===== config.mk =====
export PLATFORM = sky130hd
export DESIGN_NAME = alu_arbiter
export DESIGN_NICKNAME = d
export VERILOG_FILES = /design/src/rtl/alu_arbiter.sv
export SDC_FILE = /design/constraint.sdc
export NUM_CORES = 1
export LEC_CHECK = 0
export CAP_MARGIN = 20
export CORE_MARGIN = 2
export CORE_UTILIZATION = 42
export CTS_CLUSTER_DIAMETER = 150
export DETAILED_ROUTE_END_ITERATION = 16
export DONT_BUFFER_PORTS = 1
export PLACE_DENSITY = 0.64
export SLEW_MARGIN = 5
export SYNTH_ARGS = -nofsm -noshare
export SYNTH_HDL_FRONTEND = slang
export SYNTH_SLANG_ARGS = --single-unit

===== constraint.sdc =====
create_clock -name clk -period 5.55 [get_ports clk]
set_input_delay 1.3875 -clock clk [delete_from_list [all_inputs] [get_ports clk]]
set_output_delay 1.3875 -clock clk [all_outputs]
set_load 0.01 [all_outputs]

===== src/rtl/alu_arbiter.sv =====
// alu_arbiter: two requesters share one combinational ALU behind a single
// output register. The arbiter alternates grants when both requesters are
// valid, and returns each result one cycle after the request is accepted.
//
// state | meaning
// ------+--------------------------------------------------
// EMPTY | result register holds nothing, rsp_valid = 0
// FULL  | result register holds a result, rsp_valid = 1
module alu_arbiter #(
  parameter int W = 32
) (
  input  logic         clk,
  input  logic         rst,
  input  logic         req0_valid,
  input  logic         req1_valid,
  output logic         req0_ready,
  output logic         req1_ready,
  input  logic [W-1:0] req0_a,
  input  logic [W-1:0] req0_b,
  input  logic [W-1:0] req1_a,
  input  logic [W-1:0] req1_b,
  input  logic [2:0]   req0_op,
  input  logic [2:0]   req1_op,
  output logic         rsp_valid,
  input  logic         rsp_ready,
  output logic [W-1:0] rsp_out,
  output logic         rsp_zero,
  output logic         rsp_id,
  output logic         rsp_illegal
);

  localparam logic [2:0] OP_ADD = 3'b000;
  localparam logic [2:0] OP_SUB = 3'b001;
  localparam logic [2:0] OP_OR  = 3'b010;
  localparam logic [2:0] OP_AND = 3'b011;
  localparam logic [2:0] OP_SLT = 3'b101;

  typedef enum logic {
    EMPTY = 1'b0,
    FULL  = 1'b1
  } state_t;

  state_t r_state;
  state_t w_state_nxt;

  logic         r_last_grant;
  logic [W-1:0] r_rsp_out;
  logic         r_rsp_zero;
  logic         r_rsp_id;
  logic         r_rsp_illegal;

  logic         w_slot_free;
  logic         w_grant0;
  logic         w_grant1;
  logic         w_grant;
  logic         w_grant_id;
  logic [2:0]   w_op;
  logic [W-1:0] w_a;
  logic [W-1:0] w_b;
  logic [W-1:0] w_result;
  logic         w_zero;
  logic         w_illegal;

  // The slot can take a new result when empty or when the held one leaves now.
  assign w_slot_free = (r_state == EMPTY) || rsp_ready;

  // Round-robin grant; reset blocks every grant so nothing is accepted then.
  always_comb begin
    w_grant0 = 1'b0;
    w_grant1 = 1'b0;
    if (!rst && w_slot_free) begin
      if (req0_valid && req1_valid) begin
        if (r_last_grant) begin
          w_grant0 = 1'b1;
        end else begin
          w_grant1 = 1'b1;
        end
      end else if (req0_valid) begin
        w_grant0 = 1'b1;
      end else if (req1_valid) begin
        w_grant1 = 1'b1;
      end
    end
  end

  assign w_grant    = w_grant0 | w_grant1;
  assign w_grant_id = w_grant1;
  assign req0_ready = w_grant0;
  assign req1_ready = w_grant1;

  // Operand mux in front of the shared ALU.
  assign w_op = w_grant_id ? req1_op : req0_op;
  assign w_a  = w_grant_id ? req1_a  : req0_a;
  assign w_b  = w_grant_id ? req1_b  : req0_b;

  // Shared ALU; unsupported op codes produce zero with the illegal flag.
  always_comb begin
    w_result  = '0;
    w_zero    = 1'b0;
    w_illegal = 1'b0;
    case (w_op)
      OP_ADD: w_result = w_a + w_b;
      OP_SUB: begin
        w_result = w_a - w_b;
        w_zero   = (w_a == w_b);
      end
      OP_OR:  w_result = w_a | w_b;
      OP_AND: w_result = w_a & w_b;
      OP_SLT: w_result = {{(W-1){1'b0}}, ($signed(w_a) < $signed(w_b))};
      default: w_illegal = 1'b1;
    endcase
  end

  // Next-state logic for the output slot.
  always_comb begin
    w_state_nxt = r_state;
    case (r_state)
      EMPTY: if (w_grant) w_state_nxt = FULL;
      FULL:  if (rsp_ready && !w_grant) w_state_nxt = EMPTY;
      default: w_state_nxt = EMPTY;
    endcase
  end

  // State register.
  always_ff @(posedge clk) begin
    if (rst) begin
      r_state <= EMPTY;
    end else begin
      r_state <= w_state_nxt;
    end
  end

  // Result payload register; loads only on a grant, otherwise holds.
  always_ff @(posedge clk) begin
    if (rst) begin
      r_rsp_out     <= '0;
      r_rsp_zero    <= 1'b0;
      r_rsp_id      <= 1'b0;
      r_rsp_illegal <= 1'b0;
    end else if (w_grant) begin
      r_rsp_out     <= w_result;
      r_rsp_zero    <= w_zero;
      r_rsp_id      <= w_grant_id;
      r_rsp_illegal <= w_illegal;
    end
  end

  // Last-grant pointer; resets to 1 so requester 0 wins first contention.
  always_ff @(posedge clk) begin
    if (rst) begin
      r_last_grant <= 1'b1;
    end else if (w_grant) begin
      r_last_grant <= w_grant_id;
    end
  end

  assign rsp_valid   = (r_state == FULL);
  assign rsp_out     = r_rsp_out;
  assign rsp_zero    = r_rsp_zero;
  assign rsp_id      = r_rsp_id;
  assign rsp_illegal = r_rsp_illegal;

endmodule


==> results of run 1 <==
-- Yosys cell counts (11+ instances only) --
| library cell | number | area share, % |
|---|---|---|
| ha_1 | 108 | 18 |
| nor2_1 | 99 | 5.0 |
| inv_1 | 96 | 4.9 |
| a21oi_1 | 84 | 5.7 |
| nand2_1 | 72 | 3.7 |
| mux2_2 | 65 | 9.9 |
| o21ai_0 | 58 | 3.9 |
| clkbuf_1 | 39 | 2.0 |
| dfxtp_1 | 37 | 10 |
| nor3_1 | 27 | 1.8 |
| a211oi_1 | 24 | 2.4 |
| o211ai_1 | 22 | 2.2 |
| nand3_1 | 17 | 1.2 |
| a221oi_1 | 14 | 1.7 |
| buf_2 | 13 | 0.88 |
| o21bai_1 | 12 | 1.2 |
| a31oi_1 | 11 | 0.93 |
| o21ai_1 | 11 | 0.75 |
-- worst reg2reg max path, stage by stage, from the launching register on --
cell       delay, ps
dfxtp_1          350
nor2b_1          200
a2111oi_4        290
buf_12           220
mux2_2           390
inv_1             80
ha_1             170
inv_1             60
fa_1             450
nor2b_1          160
o21ai_0          310
a21oi_1          160
or4_4            590
a21oi_4          290
o41ai_4          140
a21oi_1          230
o211ai_1         120
a32o_1           260
-- cells by family (layout without fill, tap and decap cells) --
| group | after synthesis | count (layout) | share of synthesized area [%] |
|---|---|---|---|
| adder cells (fa/ha/maj) | 110 | 110 | 18.89 |
| buffers and inverters | 159 | 148 | 8.526 |
| AND/OR/NAND/NOR | 274 | 274 | 17.20 |
| XOR/XNOR | 9 | 9 | 1.070 |
| AO/OA/AOI/OAI | 343 | 343 | 32.97 |
| multiplexers | 75 | 75 | 11.29 |
| flip-flops | 37 | 37 | 10.05 |
-- timing repair --
item / CTS / global route
setup buffers: 0 / 0
gates resized for setup: 0 / 1
endpoints found under the setup margin: 0 / 2
-- worst paths after layout --
kind	slack, ps	from	cells past startpoint	to
setup / recovery	310	req1_valid	17	rsp_out[28]$_SDFFE_PP0P_
hold / removal	500	rsp_zero$_SDFFE_PP0P_	2	rsp_zero$_SDFFE_PP0P_
setup reg to reg	1000	rsp_valid$_SDFF_PP0_	17	rsp_out[28]$_SDFFE_PP0P_
hold reg to reg	500	rsp_zero$_SDFFE_PP0P_	2	rsp_zero$_SDFFE_PP0P_
-- metrics by stage --
step	setup WS, ps	total power [mW]
2_1_floorplan	61.85	1.001
3_3_place_gp	68.93	1.250
3_5_place_dp	-18.87	1.253
4_1_cts	253.1	1.604
5_1_grt	84.50	1.727
6_report	307.8	1.621
-- routing by layer --
layer / GRT usage (%) / share of wire (%)
met1: 37.16 / 45
met2: 39.48 / 42
met3: 4.884 / 10
met4: 7.986 / 2.5
met5: 0 / 0
-- flip-flops by register name (all words and copies together), names as in the netlist --
register	count
rsp_valid	1
rsp_zero	1
rsp_illegal	1
rsp_out	32
rsp_id	1
r_last_grant	1
-- layout by cell type, fill, tap and decap left out, types with 7 or more instances in the layout --
master and instances:
a211oi_1 24, a21o_1 9, a21oi_1 84, a221oi_1 14, a31oi_1 11, buf_4 40, dfxtp_1 37, ha_1 108
inv_1 96, mux2_2 65, mux2i_1 8, nand2_1 72, nand2b_1 9, nand3_1 17, nor2_1 99, nor2b_1 10
nor3_1 27, o211ai_1 22, o21a_1 7, o21ai_0 58, o21ai_1 9, o21bai_1 12, o221ai_1 7, o31ai_1 10
or3_1 9, xnor2_1 8
-- power breakdown --
group	internal, mW	switching, mW
sequential	0.289	0.0302
clock	0.213	0.135
combinational	0.361	0.592
total	0.863	0.757
-- area by class of cell --
| type | count | area share [%] |
|---|---|---|
| multi-input combinational | 811 | 76.19 |
| sequential | 37 | 9.355 |
| inverter | 99 | 4.693 |
| timing repair buffer | 41 | 4.046 |
| tap | 225 | 3.556 |
| clock buffer | 5 | 1.580 |
| clock inverter | 3 | 0.5847 |
==> results.json, run 1 <==
{
  "run_status": "complete, no violations",
  "portBuffers": 0,
  "start_util_pct": 42.74,
  "powerDensity_nw_per_um2": 204.7,
  "path_cells": "inv_2 -> a2111oi_4 -> buf_12 -> mux2_2 -> inv_1 -> ha_1 -> inv_1 -> fa_1 -> nor2b_1 -> o21ai_0 -> a21oi_1 -> or4_4 -> a21oi_4 -> o41ai_4 -> a21oi_1 -> o211ai_1 -> a32o_1",
  "place_area_sq_um": 7745,
  "drt_iter0_drc": 661,
  "ios": 177,
  "die_h_um": 136.4,
  "whs_ps": 496.2,
  "dp.cells": 1213,
  "fin_tns_setup_ps": 0,
  "syn-num-nets": 1256,
  "clock_latency_ps": 290,
  "drive_gt1_share_pct": 14.56,
  "fin_util_pct": 45.93,
  "slowest_stage": "or4_4",
  "final-max-slew-violation-count": 0,
  "drc_errors": 0,
  "cts_sinks": 37,
  "ys_seq_area_share_pct": 10.05,
  "cp_num_buf_inv": 4,
  "detail_route.wl_per_cell_um": 20.30,
  "cts-buffers-inserted": 5,
  "finalCritPeriodShare_pct": 94.45,
  "grt_overflow": 0,
  "synth-edff-count": 0,
  "setup-violations-final": 0,
  "clockBufferDepth": 2,
  "critPathMaxStageDelay_ps": 590,
  "wl_mm": 24.79,
  "grt_max_degree": 41,
  "max_freq_ghz": 0.1908,
  "avgSynthCellArea_sq_um": 7.316,
  "crit_arrival_ps": 5430,
  "htree_levels": 2,
  "synthArstFlopShare_pct": 0,
  "antenna_found_initial": 0,
  "ys_ff_latch": 37,
  "gp_congestion": 0.9539,
  "crit_fanout": 18,
  "cap_violations": 0,
  "fin_area_sq_um": 7918,
  "root_buffer": "clkbuf_16",
  "required_ps": 5730,
  "grt_pass1_wl_mm": 38.01,
  "startpoint_type": "primary input",
  "core_area_sq_um": 17240,
  "fill_cells": 1764,
  "multi_input_area_sq_um": 6032,
  "slew-limit-headroom_pct": 31.54,
  "n_antenna_cell": 0,
  "regArea_sq_um": 740.7,
  "clk_pin_slew_ps": 70,
  "areaGrowthSynthToFinish_pct": 7.473,
  "final_cells": 1221,
  "power.leakage_nw": 3.369,
  "rsz0062_at_grt": "false",
  "dieWidth_um": 136.4,
  "critPathCaptureType": "flop",
  "die_area_sq_um": 18620,
  "ant_nets": 0,
  "grt_pass1_vias": 7111,
  "skew_ps": 10.12,
  "holdBufCountCts": 0,
  "dominantRegCellSynth": "dfxtp_1",
  "dp_hpwl_mm": 19.51,
  "viasPerCell": 6.246,
  "cts_tree": "done",
  "hold_path_class": "reg -> reg",
  "worstMarginPinSlew_ps": 1027,
  "nNetsFinal": 1244,
  "grt.total_usage_pct": 26.05,
  "drt_pass1_iterations": 6,
  "hold_viol": 0,
  "vias": 7626,
  "finalCriticalPeriod_ps": 5242,
  "yosys_warnings": 0,
  "cp_top_family": "compound AO/OA/AOI/OAI gates",
  "vdd_drop_max_mv": 0.1157,
  "worstSetupPathType": "in -> reg",
  "syn_area_sq_um": 7367,
  "syn_inst": 1007,
  "synthDistinctLibCells": 84,
  "placementRows": 48
}
Power figures use the tool's default switching activity.
==> run 2: changes to the inputs <==
--- a/config.mk
+++ b/config.mk
@@ -5,7 +5,6 @@
 export SDC_FILE = /design/constraint.sdc
 export NUM_CORES = 1
 export LEC_CHECK = 0
-export CAP_MARGIN = 20
 export CORE_MARGIN = 2
 export CORE_UTILIZATION = 42
 export CTS_CLUSTER_DIAMETER = 150
==> results of run 2 <==
Same layout as run 1: the final DEF is identical, and so are final timing and power.
